### src/rtl/muldiv_unit.sv
// muldiv_unit: iterative RV32M multiply/divide engine for the EX stage.
// One operation is accepted per START; BUSY holds the pipeline while the
// engine iterates (one bit per cycle), DONE pulses for one cycle with a
// registered RESULT.
// Optional build macro MULDIV_FAST_MUL_EN: the four multiply ops use a
// single-cycle product and finish on the one-cycle special-case path;
// divides stay iterative.
//
// Handshake: START is sampled only while the FSM is in IDLE or DONE. An
// accepted START either finishes immediately (special cases, DONE in the
// next cycle) or enters CALC. DONE is high for exactly one cycle and RESULT
// holds until the next completion. FLUSH cancels anything at the next edge,
// wins over START, and never produces DONE.
module muldiv_unit #(
  parameter int WIDTH = 32,
  parameter int CNT_W = 6
) (
  input  logic             CLK,
  input  logic             RESET,
  input  logic             START,
  input  logic             FLUSH,
  input  logic [2:0]       SELECT,
  input  logic [WIDTH-1:0] DATA1,
  input  logic [WIDTH-1:0] DATA2,
  output logic [WIDTH-1:0] RESULT,
  output logic             BUSY,
  output logic             DONE,
  output logic [1:0]       DBG_STATE
);

  typedef enum logic [1:0] {
    S_IDLE = 2'd0,
    S_CALC = 2'd1,
    S_FIX  = 2'd2,
    S_DONE = 2'd3
  } state_t;

`ifdef MULDIV_FAST_MUL_EN
  localparam logic FAST_MUL = 1'b1;
`else
  localparam logic FAST_MUL = 1'b0;
`endif

  state_t             r_state;
  state_t             w_state_next;
  logic [CNT_W-1:0]   r_cnt;
  logic [2*WIDTH-1:0] r_acc;     // mul: {partial hi, multiplier}; div: {remainder, quotient}
  logic [WIDTH-1:0]   r_mcand;   // multiplicand magnitude or divisor magnitude
  logic [2:0]         r_op;
  logic               r_neg;     // final result must be negated
  logic [WIDTH-1:0]   r_result;

  // Input-side decode, used only at the accept edge
  logic               w_in_div;
  logic               w_in_s1;
  logic               w_in_s2;
  logic               w_neg1;
  logic               w_neg2;
  logic [WIDTH-1:0]   w_mag1;
  logic [WIDTH-1:0]   w_mag2;
  logic               w_in_neg;
  logic               w_div_zero;
  logic               w_ovf;
  logic               w_accept;
  logic               w_special;
  logic [WIDTH-1:0]   w_special_val;
  logic [2*WIDTH-1:0] w_fast_prod;

  // Iteration datapath
  logic [WIDTH:0]     w_mul_sum;
  logic [2*WIDTH-1:0] w_mul_next;
  logic [WIDTH:0]     w_div_shift;
  logic               w_div_ge;
  logic [WIDTH-1:0]   w_div_rem;
  logic [2*WIDTH-1:0] w_div_next;

  // Sign fix-up
  logic [2*WIDTH-1:0] w_prod;
  logic [WIDTH-1:0]   w_quo;
  logic [WIDTH-1:0]   w_rem;
  logic [WIDTH-1:0]   w_fix_result;

  assign w_in_div = SELECT[2];
  // MUL is treated as signed: its low half is identical either way.
  assign w_in_s1  = w_in_div ? ~SELECT[0] : (SELECT[1:0] != 2'b11);
  assign w_in_s2  = w_in_div ? ~SELECT[0] : ~SELECT[1];
  assign w_neg1   = w_in_s1 & DATA1[WIDTH-1];
  assign w_neg2   = w_in_s2 & DATA2[WIDTH-1];
  assign w_mag1   = w_neg1 ? (~DATA1 + WIDTH'(1)) : DATA1;
  assign w_mag2   = w_neg2 ? (~DATA2 + WIDTH'(1)) : DATA2;
  // Remainder takes the dividend's sign; product and quotient take s1^s2.
  assign w_in_neg = (w_in_div & SELECT[1]) ? w_neg1 : (w_neg1 ^ w_neg2);

  assign w_div_zero = (DATA2 == '0);
  assign w_ovf      = ~SELECT[0] &
                      (DATA1 == {1'b1, {(WIDTH-1){1'b0}}}) &
                      (DATA2 == '1);

  assign w_accept = ((r_state == S_IDLE) || (r_state == S_DONE)) & START & ~FLUSH;

`ifdef MULDIV_FAST_MUL_EN
  logic [2*WIDTH-1:0] w_fast_a;
  logic [2*WIDTH-1:0] w_fast_b;
  assign w_fast_a    = {{WIDTH{w_in_s1 & DATA1[WIDTH-1]}}, DATA1};
  assign w_fast_b    = {{WIDTH{w_in_s2 & DATA2[WIDTH-1]}}, DATA2};
  assign w_fast_prod = w_fast_a * w_fast_b;
`else
  assign w_fast_prod = '0;
`endif

  // Results that need no iteration: divide by zero, signed overflow, fast mul
  always_comb begin
    w_special     = 1'b0;
    w_special_val = '0;
    if (w_in_div && w_div_zero) begin
      w_special     = 1'b1;
      w_special_val = SELECT[1] ? DATA1 : '1;
    end else if (w_in_div && w_ovf) begin
      w_special     = 1'b1;
      w_special_val = SELECT[1] ? '0 : DATA1;
    end else if (!w_in_div && FAST_MUL) begin
      w_special     = 1'b1;
      w_special_val = (SELECT[1:0] == 2'b00) ? w_fast_prod[WIDTH-1:0]
                                             : w_fast_prod[2*WIDTH-1:WIDTH];
    end
  end

  // Shift-add step: add multiplicand into the high half when LSB is set
  assign w_mul_sum  = {1'b0, r_acc[2*WIDTH-1:WIDTH]} +
                      (r_acc[0] ? {1'b0, r_mcand} : {(WIDTH+1){1'b0}});
  assign w_mul_next = {w_mul_sum, r_acc[WIDTH-1:1]};

  // Restoring division step: shift in next dividend bit, trial-subtract
  assign w_div_shift = r_acc[2*WIDTH-1:WIDTH-1];
  assign w_div_ge    = (w_div_shift >= {1'b0, r_mcand});
  assign w_div_rem   = w_div_shift[WIDTH-1:0] - r_mcand;
  assign w_div_next  = w_div_ge ? {w_div_rem, r_acc[WIDTH-2:0], 1'b1}
                                : {w_div_shift[WIDTH-1:0], r_acc[WIDTH-2:0], 1'b0};

  // Apply recorded sign and pick the requested half/field
  assign w_prod = r_neg ? (~r_acc + (2*WIDTH)'(1)) : r_acc;
  assign w_quo  = r_neg ? (~r_acc[WIDTH-1:0] + WIDTH'(1)) : r_acc[WIDTH-1:0];
  assign w_rem  = r_neg ? (~r_acc[2*WIDTH-1:WIDTH] + WIDTH'(1)) : r_acc[2*WIDTH-1:WIDTH];

  always_comb begin
    w_fix_result = '0;
    if (r_op[2]) begin
      w_fix_result = r_op[1] ? w_rem : w_quo;
    end else if (r_op[1:0] == 2'b00) begin
      w_fix_result = w_prod[WIDTH-1:0];
    end else begin
      w_fix_result = w_prod[2*WIDTH-1:WIDTH];
    end
  end

  // State register
  always_ff @(posedge CLK or posedge RESET) begin
    if (RESET) begin
      r_state <= S_IDLE;
    end else begin
      r_state <= w_state_next;
    end
  end

  // Next-state decode; FLUSH overrides everything
  always_comb begin
    w_state_next = r_state;
    if (FLUSH) begin
      w_state_next = S_IDLE;
    end else begin
      case (r_state)
        S_IDLE, S_DONE: begin
          if (START) begin
            w_state_next = w_special ? S_DONE : S_CALC;
          end else begin
            w_state_next = S_IDLE;
          end
        end
        S_CALC: begin
          if (r_cnt == CNT_W'(WIDTH-1)) begin
            w_state_next = S_FIX;
          end
        end
        S_FIX:   w_state_next = S_DONE;
        default: w_state_next = S_IDLE;
      endcase
    end
  end

  // Operand capture, iteration and result write
  always_ff @(posedge CLK or posedge RESET) begin
    if (RESET) begin
      r_cnt    <= '0;
      r_acc    <= '0;
      r_mcand  <= '0;
      r_op     <= '0;
      r_neg    <= 1'b0;
      r_result <= '0;
    end else if (!FLUSH) begin
      if (w_accept) begin
        if (w_special) begin
          r_result <= w_special_val;
        end else begin
          r_op    <= SELECT;
          r_neg   <= w_in_neg;
          r_cnt   <= '0;
          r_mcand <= w_in_div ? w_mag2 : w_mag1;
          r_acc   <= {{WIDTH{1'b0}}, (w_in_div ? w_mag1 : w_mag2)};
        end
      end else if (r_state == S_CALC) begin
        r_cnt <= r_cnt + CNT_W'(1);
        r_acc <= r_op[2] ? w_div_next : w_mul_next;
      end else if (r_state == S_FIX) begin
        r_result <= w_fix_result;
      end
    end
  end

  assign RESULT    = r_result;
  assign BUSY      = (r_state == S_CALC) || (r_state == S_FIX);
  assign DONE      = (r_state == S_DONE);
  assign DBG_STATE = r_state;

endmodule
### config.mk
export PLATFORM = sky130hd
export DESIGN_NAME = muldiv_unit
export DESIGN_NICKNAME = d
export VERILOG_FILES = /design/src/rtl/muldiv_unit.sv
export SDC_FILE = /design/constraint.sdc
export NUM_CORES = 1
export LEC_CHECK = 0
export ABC_CLOCK_PERIOD_IN_PS = 4300
export CAP_MARGIN = 20
export CELL_PAD_IN_SITES_DETAIL_PLACEMENT = 2
export CELL_PAD_IN_SITES_GLOBAL_PLACEMENT = 2
export CORE_MARGIN = 4
export CORE_UTILIZATION = 32
export DETAILED_ROUTE_END_ITERATION = 16
export GPL_ROUTABILITY_DRIVEN = 1
export PLACE_DENSITY = 0.84
export SYNTH_ARGS = -nofsm -noshare
export SYNTH_HDL_FRONTEND = slang
export SYNTH_SLANG_ARGS = --single-unit
### constraint.sdc
create_clock -name CLK -period 4.3 [get_ports CLK]
set_clock_uncertainty 0.05 [all_clocks]
set_input_delay 0.86 -clock CLK [delete_from_list [all_inputs] [get_ports CLK]]
set_output_delay 0.86 -clock CLK [all_outputs]
set_load 0.05 [all_outputs]
==> results_dict.tcl, run 1 <==
set metrics [dict create \
    grt_max_degree 108 \
    postCtsHoldBufs 0 \
    maxCapViolCount 0 \
    synth-seq-area-share 0.238 \
    synth-seq-cells 140 \
    cts_made_buffers 17 \
    timing.fmax_mhz 241 \
    grt_pass1_wl_mm 114 \
    place_ws_ns -0.0154 \
    placedCellCount 2633 \
    row_count 78 \
    first_global_vias 17736 \
    rsz0062_at_grt "false" \
    drt-total-wl_mm 75.8 \
    grt_usage 0.296 \
    setup_slack_ns 0.150 \
    synthToLayoutAreaGrowth_pct 18.0 \
    clk_pin_slew_ns 0.07 \
    power_mw 15.5 \
    final_nets 2199 \
    finalHoldViolCount 0 \
    maxSlewHeadroom 0.331 \
    antenna_found_initial 1 \
    final_cells 2667 \
    start_kind "register" \
    drt_iter0_drc 1329 \
    post_cts_resized 0 \
    worstMarginPinSlew_ns 1.00 \
    power.density_mw_per_mm2 893 \
    die_area_mm2 0.0494 \
    mostFrequentLayoutCell "nand2_1" \
    vias_per_cell 6.30 \
    cp.arrival_ns 4.42 \
    die_h_um 222 \
    min_path_cells 2 \
    period_share 0.965 \
    ant_nets 0 \
    cts_root_buf "clkbuf_16" \
    r2r_start "r_acc[33]" \
    syn-num-nets 2126 \
    outcome "complete, no violations" \
    port_buffers 106 \
    post-route-min-period_ns 4.15 \
    syn-cell-area_mm2 0.0147 \
    synthCells 1980 \
    ff2ff_path_depth 12 \
    synth-main-ff-cell "dfrtp_1" \
    clockBufferDepth 2 \
    drv_slew 0 \
    p_leak_nw 7.27 \
    end_kind "register" \
    cts_setup_buffers 0 \
    critPathMaxFanout 9 \
    cts_tree "yes" \
    peakVddDrop_uv 356 \
    hp-class "reg2reg" \
    synth.distinct_cells 74 \
    setup_viol 0 \
    initial_core_util 0.324 \
    drc_errors 0 \
    mostFrequentLayoutCells "nand2_1 (211), nor2_1 (196), o21ai_0 (184)" \
    worstHoldStart "RESULT[27]" \
    hpwlAfterDp_mm 57.7 \
    synth_edf_count 0 \
    synth_warnings 0 \
    die_w_um 222 \
    gp_congestion 0.950 \
    wire_per_inst_um 28.4 \
    nFillCells 5151 \
    syn_area_per_cell_um2 7.42 \
    clkLatencyLatePin_ns 0.45 \
    first_pass_iters 5 \
    cts_num_sinks 140 \
    setup.worst_path.class "reg2reg" \
    core_region_area_mm2 0.0454 \
    final_layout_size_suffix_gt1_frac 0.0765 \
    min_to "RESULT[27]" \
    overflow 0 \
    required_ns 4.57 \
    io_pins 107 \
    reg2reg_to "RESULT[20]" \
    rrSetupSlack_ns 0.15 \
    num_vias 16796 \
    htreeDepth 4 \
    synth-async-reset-ratio 1.00 \
]
-- registers in the layout, summed over array words and instances (netlist names) --
name	count
DBG_STATE	2
RESULT	32
r_acc	64
r_cnt	6
r_mcand	32
r_neg	1
r_op	3
-- stage by stage --
| step | instance area [µm²] | util | hold slack (ns) | setup TNS, ns |
|---|---|---|---|---|
| CTS | 17300 | 0.381 | 0.455 | 0 |
| global route | 17300 | 0.382 | 0.493 | 0 |
| finish | 17300 | 0.382 | 0.453 | 0 |
| global placement | 16700 | 0.369 | 0.419 | 0 |
| detailed placement | 16700 | 0.369 | 0.430 | -0.0154 |
| floorplan | 14700 | - | 0.400 | 0 |
-- Yosys cell counts, types with 9 or more instances --
library cell,instances,area share
mux2i_1,63,0.043
or3_1,26,0.011
a21o_1,35,0.018
dfrtp_1,140,0.24
nor4_1,19,0.0081
nand2_1,212,0.054
ha_1,73,0.062
and3_1,9,0.0038
o211ai_1,30,0.015
o41ai_1,17,0.010
nand2b_1,11,0.0047
a21oi_1,148,0.050
xnor2_1,86,0.051
or2_2,12,0.0051
o221ai_1,24,0.014
buf_2,9,0.0031
o21ai_0,185,0.063
nor3_1,41,0.014
xor2_1,93,0.055
o22ai_1,13,0.0055
nand4_1,24,0.010
or4_1,15,0.0077
a22oi_1,17,0.0087
o31ai_1,43,0.022
clkbuf_1,122,0.031
inv_1,71,0.018
nor2_1,198,0.051
and2_1,10,0.0043
nand3_1,49,0.017
a211oi_1,43,0.022
a31oi_1,23,0.0098
a221o_1,10,0.0068
-- routing by layer --
metal,up-vias,track usage,share of wire
li1,7349,-,-
met1,8539,0.374,0.41
met2,699,0.480,0.46
met3,209,0.0583,0.073
met4,0,0.155,0.062
met5,-,0,0
-- power by group --
| group | switching [mW] | internal (mW) | leakage [nW] |
|---|---|---|---|
| sequential | 1.06 | 1.89 | 1.79 |
| combinational | 7.23 | 3.78 | 5.19 |
| clock | 0.762 | 0.775 | 0.287 |
-- area by class of cell --
type,count,area [µm²],share of cell area
multi-input combinational,1630,10400,0.602
sequential,140,3510,0.202
timing repair buffer,193,1800,0.104
tap,600,751,0.0433
clock buffer,17,425,0.0245
inverter,71,270,0.0156
clock inverter,15,150,0.00866
antenna,1,2.50,0.000144
-- worst max-delay path: stages (launching register included) --
cell and delay (ns):
dfrtp_1 0.53, inv_1 0.19, ha_1 0.24, nor3b_1 0.23
buf_4 0.18, nand4_1 0.28, o31ai_1 0.87, o21ai_0 0.32
xor2_1 0.24, a21oi_1 0.18, o21ai_0 0.11, a21oi_1 0.46
o31ai_1 0.14
-- cell families after synthesis --
family,share of synthesized area
mux,0.0455
flops,0.238
xor+xnor,0.107
compound gates,0.280
buf+inv,0.0557
fa+ha+maj,0.0656
simple gates,0.208
-- worst max path at each step --
stage	startpoint	endpoint	slack, ns	depth (start not counted)
detailed placement	DATA1[30]	r_acc[0]	-0.02	12
global placement	DATA1[28]	r_acc[61]	0.09	12
global route	r_acc[33]	RESULT[20]	0.04	12
CTS	r_acc[2]	RESULT[21]	0.03	10
finish	r_acc[33]	RESULT[20]	0.15	12
floorplan	DATA1[3]	r_acc[10]	0.78	10
Power figures use the tool's default switching activity.
==> run 2: changes to the inputs <==
--- a/config.mk
+++ b/config.mk
@@ -5,14 +5,17 @@
 export SDC_FILE = /design/constraint.sdc
 export NUM_CORES = 1
 export LEC_CHECK = 0
+export ABC_AREA = 0
 export ABC_CLOCK_PERIOD_IN_PS = 4300
 export CAP_MARGIN = 20
 export CELL_PAD_IN_SITES_DETAIL_PLACEMENT = 2
 export CELL_PAD_IN_SITES_GLOBAL_PLACEMENT = 2
 export CORE_MARGIN = 4
 export CORE_UTILIZATION = 32
+export CTS_CLUSTER_SIZE = 25
 export DETAILED_ROUTE_END_ITERATION = 16
 export GPL_ROUTABILITY_DRIVEN = 1
+export GPL_TIMING_DRIVEN = 0
 export PLACE_DENSITY = 0.84
 export SYNTH_ARGS = -nofsm -noshare
 export SYNTH_HDL_FRONTEND = slang
==> run 2 against run 1 <==
Net effect:
- global-route usage up 1.5 points
- clock power grew 8%
- via count is 1.4% higher
- largest cell class unchanged
==> results_dict.tcl, run 2 (synthesis gave the netlist of run 1 again) <==
set metrics [dict create \
    outcome "complete, no violations" \
    final_layout_size_suffix_gt1_frac 0.0508 \
    period_share 0.988 \
    ff2ff_path_depth 11 \
    ant_nets 0 \
    cp.arrival_ns 4.52 \
    hp-class "reg2reg" \
    drt_iter0_drc 1511 \
    drc_errors 0 \
    power_mw 15.8 \
    synthToLayoutAreaGrowth_pct 18.4 \
    post-route-min-period_ns 4.25 \
    grt_max_degree 41 \
    cts_num_sinks 140 \
    peakVddDrop_uv 349 \
    mostFrequentLayoutCells "nand2_1 (211), nor2_1 (196), o21ai_0 (183)" \
    wire_per_inst_um 29.2 \
    final_cells 2725 \
    drt-total-wl_mm 79.5 \
    final_nets 2259 \
    die_area_mm2 0.0494 \
    die_h_um 222 \
    worstMarginPinSlew_ns 1.01 \
    mostFrequentLayoutCell "nand2_1" \
    p_seq_frac 0.171 \
    first_global_vias 17923 \
    die_w_um 222 \
    power_frac_comb 0.723 \
    required_ns 4.58 \
    internal_power_mw 6.56 \
    setup_tns_ns 0 \
    num_vias 17026 \
    power.density_mw_per_mm2 906 \
    row_count 78 \
    drv_slew 0 \
    clkLatencyLatePin_ns 0.47 \
    core_region_area_mm2 0.0454 \
    setup.worst_path.class "in2reg" \
    htreeDepth 4 \
    cts_made_buffers 17 \
    vias_per_cell 6.25 \
    critPathBufInv 2 \
    rsz0062_at_grt "true" \
    end_kind "register" \
    first_pass_iters 5 \
    clk_pin_slew_ns 0.07 \
    placedCellCount 2691 \
    cts_tree "yes" \
    cp_cell_sequence "clkdlybuf4s50_1, or3_1, or4_1, or3_4, o21ai_4, a21oi_1, clkbuf_1, o31ai_1" \
    maxSlewHeadroom 0.326 \
    critPathMaxFanout 10 \
    overflow 0 \
    nFillCells 5318 \
    setup_viol 0 \
    p_clk_frac 0.105 \
    io_pins 107 \
    diodes 0 \
    clockBufferDepth 2 \
    min_path_cells 2 \
    finalHoldViolCount 0 \
    net-switching-power_mw 9.20 \
    gp_congestion 0.977 \
    swShare 0.584 \
    critPathTopFamily "simple AND/OR/NAND/NOR gates" \
    path_depth 8 \
    maxCapViolCount 0 \
    cpMaxStageDelayCell "or4_1" \
    multi_input_area_mm2 0.0105 \
    antenna_found_initial 2 \
    timing.fmax_mhz 235 \
    seq_area_mm2 0.00350 \
    regMostFlops "r_acc" \
    slowest_delay_ns 0.65 \
    grt_usage 0.311 \
    hpwlAfterDp_mm 62.7 \
    p_leak_nw 7.13 \
    initial_core_util 0.324 \
    largest_reg_flops 64 \
    grt_pass1_wl_mm 118 \
    port_buffers 106 \
    start_kind "primary input" \
    cts_root_buf "clkbuf_16" \
]
run 2: worst min-delay path: cells and delay by family, from the launching register on:
family	cells	cell delay [ns]
flip-flops	1	0.34
AO/OA/AOI/OAI	1	0.06
AND/OR/NAND/NOR	1	0.05
run 2: final cells by class:
class / instances / share of cell area
tap: 600 / 0.0432
sequential: 140 / 0.201
clock inverter: 13 / 0.0110
multi-input combinational: 1630 / 0.604
inverter: 71 / 0.0155
timing repair buffer: 114 / 0.0673
clock buffer: 18 / 0.0247
buffer: 139 / 0.0328
run 2: final timing paths:
path	from	to	slack, ns
max	DATA1[3]	RESULT[4]	0.05
min	RESULT[27]	RESULT[27]	0.44
max reg2reg	r_acc[32]	RESULT[24]	0.07
min reg2reg	RESULT[27]	RESULT[27]	0.44
max in group asynchronous	RESET	RESULT[23]	2.35
min in group asynchronous	RESET	DBG_STATE[0]	0.75
run 2: per-layer routing:
layer	GRT usage	vias up	share of wire
li1	-	7473	-
met3	0.0458	160	0.059
met2	0.507	666	0.46
met5	0	-	0.00016
met4	0.147	2	0.051
met1	0.406	8725	0.43
run 2: repair_timing:
action,CTS,global route
endpoints found under the setup margin,134,106
hold buffers,0,0
pin swaps,0,3
gates resized for setup,15,35
buffers inserted,0,3
run 2: power by group through the flow:
stage,Sequential [mW],Clock (mW),Combinational [mW]
after floorplan,2.84,0,6.63
final,2.70,1.66,11.4
after global placement,2.62,0,10.5
after global routing,2.74,1.73,12.1
after detailed placement,2.67,0,10.8
after CTS,2.66,1.66,11.0
run 2: stage by stage:
step	setup slack, ns	area (µm²)	hold WS [ns]	utilization
floorplan	0.785	14700	0.400	-
global placement	-0.884	16500	0.416	0.364
detailed placement	-1.00	16600	0.424	0.366
CTS	0.00709	17300	0.438	0.381
global route	-0.0159	17400	0.474	0.383
finish	0.0532	17400	0.437	0.383
==> run 3: changes to the inputs <==
--- a/config.mk
+++ b/config.mk
@@ -17,6 +17,7 @@
 export GPL_ROUTABILITY_DRIVEN = 1
 export GPL_TIMING_DRIVEN = 0
 export PLACE_DENSITY = 0.84
+export SLEW_MARGIN = 20
 export SYNTH_ARGS = -nofsm -noshare
 export SYNTH_HDL_FRONTEND = slang
 export SYNTH_SLANG_ARGS = --single-unit
==> run 3 against run 2 <==
Net effect:
- hold slack lost 0.0039 ns
- design area grew 0.13%
- total power shrank 0.83%
- critical path type is now reg2reg
- largest cell class unchanged
- highest routed layer is now met4
==> results_dict.tcl, run 3 (synthesis gave the netlist of run 1 again) <==
set metrics [dict create \
    outcome "complete, no violations" \
    cpMaxStageDelayCell "o31ai_1" \
    grt_pass1_wl_mm 117 \
    initial_core_util 0.324 \
    multi_input_area_mm2 0.0105 \
    first_pass_iters 8 \
    post-route-min-period_ns 4.25 \
    slowest_delay_ns 0.67 \
    placedCellCount 2692 \
    setup.worst_path.class "reg2reg" \
    mostFrequentLayoutCells "nand2_1 (211), nor2_1 (196), o21ai_0 (184)" \
    drt_iter0_drc 1307 \
    critPathMaxFanout 9 \
    die_area_mm2 0.0494 \
    critPathTopFamily "compound AO/OA/AOI/OAI gates" \
    critPathBufInv 2 \
    hpwlAfterDp_mm 63.0 \
    num_vias 17062 \
    gp_congestion 0.977 \
    finalHoldViolCount 0 \
    holdWs_ns 0.433 \
    p_leak_nw 7.13 \
    clk_pin_slew_ns 0.07 \
    clockBufferDepth 2 \
    cts_root_buf "clkbuf_16" \
    grt_max_degree 33 \
    mostFrequentLayoutCell "nand2_1" \
    seq_area_mm2 0.00350 \
    required_ns 4.58 \
    peakVddDrop_uv 357 \
    swShare 0.590 \
    power.density_mw_per_mm2 897 \
    hp-class "reg2reg" \
    net-switching-power_mw 9.22 \
    start_kind "register" \
    period_share 0.988 \
    end_kind "register" \
    final_nets 2265 \
    io_pins 107 \
    ant_nets 0 \
    worstMarginPinSlew_ns 0.984 \
    clkLatencyLatePin_ns 0.46 \
    cts_made_buffers 17 \
    power_frac_comb 0.730 \
    grt_usage 0.309 \
    maxCapViolCount 0 \
    vias_per_cell 6.24 \
    largest_reg_flops 64 \
    cts_num_sinks 140 \
    htreeDepth 4 \
    cts_tree "yes" \
    nFillCells 5314 \
    port_buffers 106 \
    antenna_found_initial 1 \
    p_seq_frac 0.173 \
    path_depth 12 \
    final_layout_size_suffix_gt1_frac 0.0535 \
    wire_per_inst_um 29.0 \
    regMostFlops "r_acc" \
    p_clk_frac 0.097 \
    drt-total-wl_mm 79.2 \
    ff2ff_path_depth 12 \
    setup_viol 0 \
    synthToLayoutAreaGrowth_pct 18.5 \
    cp_cell_sequence "clkbuf_1, inv_1, ha_1, nor3b_4, nand4_1, o31ai_1, o21ai_0, xor2_1, a21oi_1, o21ai_0, a21oi_1, o31ai_1" \
    core_region_area_mm2 0.0454 \
    power_mw 15.6 \
    timing.fmax_mhz 235 \
    min_path_cells 2 \
    overflow 0 \
    drv_slew 0 \
    post-route-util 0.384 \
    row_count 78 \
    die_w_um 222 \
    internal_power_mw 6.41 \
    die_h_um 222 \
    first_global_vias 17927 \
    cp.arrival_ns 4.53 \
    final_cells 2733 \
    maxSlewHeadroom 0.340 \
    drc_errors 0 \
]
==> run 3: cell count changes in the layout (fill, tap and decap cells not counted), sizes merged, moves of 2 or more <==
cell and delta:
clkbuf -2, buf +8, bufinv -3, inv +2
==> run 3: what timing repair did <==
action	in CTS	in global routing
endpoints found under the setup margin	137	63
hold buffers	0	0
hold endpoints to repair	0	0
gates resized for setup	15	27
pin swaps	2	5
setup buffers	1	7
==> run 3: through the flow <==
step	cell area (µm²)	setup WS [ns]	setup TNS, ns
after floorplan	14700	0.785	0
after CTS	17300	0.0137	0
after global routing	17400	-0.0212	-0.0440
after detailed placement	16600	-1.03	-96.11
after global placement	16500	-0.884	-79.91
final	17400	0.0503	0
==> run 3: worst reg2reg max path, cell delays in order (launching register included) <==
cell,delay [ns]
dfrtp_1,0.45
clkbuf_1,0.32
inv_1,0.19
ha_1,0.34
nor3b_4,0.36
nand4_1,0.33
o31ai_1,0.67
o21ai_0,0.29
xor2_1,0.23
a21oi_1,0.23
o21ai_0,0.12
a21oi_1,0.40
o31ai_1,0.13
==> run 3: layout make-up <==
class / count / area share
clock buffers: 18 / 0.0252
clock inverters: 14 / 0.00776
plain buffers: 139 / 0.0323
repair buffers: 120 / 0.0713
inverters: 71 / 0.0155
flip-flops and latches: 140 / 0.201
multi-input cells: 1630 / 0.604
well taps: 600 / 0.0431
diodes: 1 / 0.000144
==> run 3: worst paths after layout <==
check / startpoint / endpoint / slack (ns)
max: r_acc[32] / RESULT[20] / 0.05
min: r_mcand[10] / r_mcand[10] / 0.43
max reg2reg: r_acc[32] / RESULT[20] / 0.05
min reg2reg: r_mcand[10] / r_mcand[10] / 0.43
max in group asynchronous: RESET / RESULT[30] / 2.70
min in group asynchronous: RESET / r_acc[0] / 0.72
==> run 3: power groups by stage <==
stage | logic, mW | clock network, mW | registers (mW)
finish | 11.4 | 1.52 | 2.70
floorplan | 6.63 | 0 | 2.84
global placement | 10.5 | 0 | 2.62
global route | 12.1 | 1.58 | 2.74
CTS | 11.0 | 1.52 | 2.66
detailed placement | 10.9 | 0 | 2.67
==> run 3: routing by layer <==
layer | GRT usage | routed length (µm) | vias to the layer above
li1 | - | - | 7471
met1 | 0.402 | 33500 | 8756
met2 | 0.506 | 36400 | 667
met3 | 0.0477 | 4910 | 168
met4 | 0.143 | 4320 | 0
met5 | 0 | 0 | -
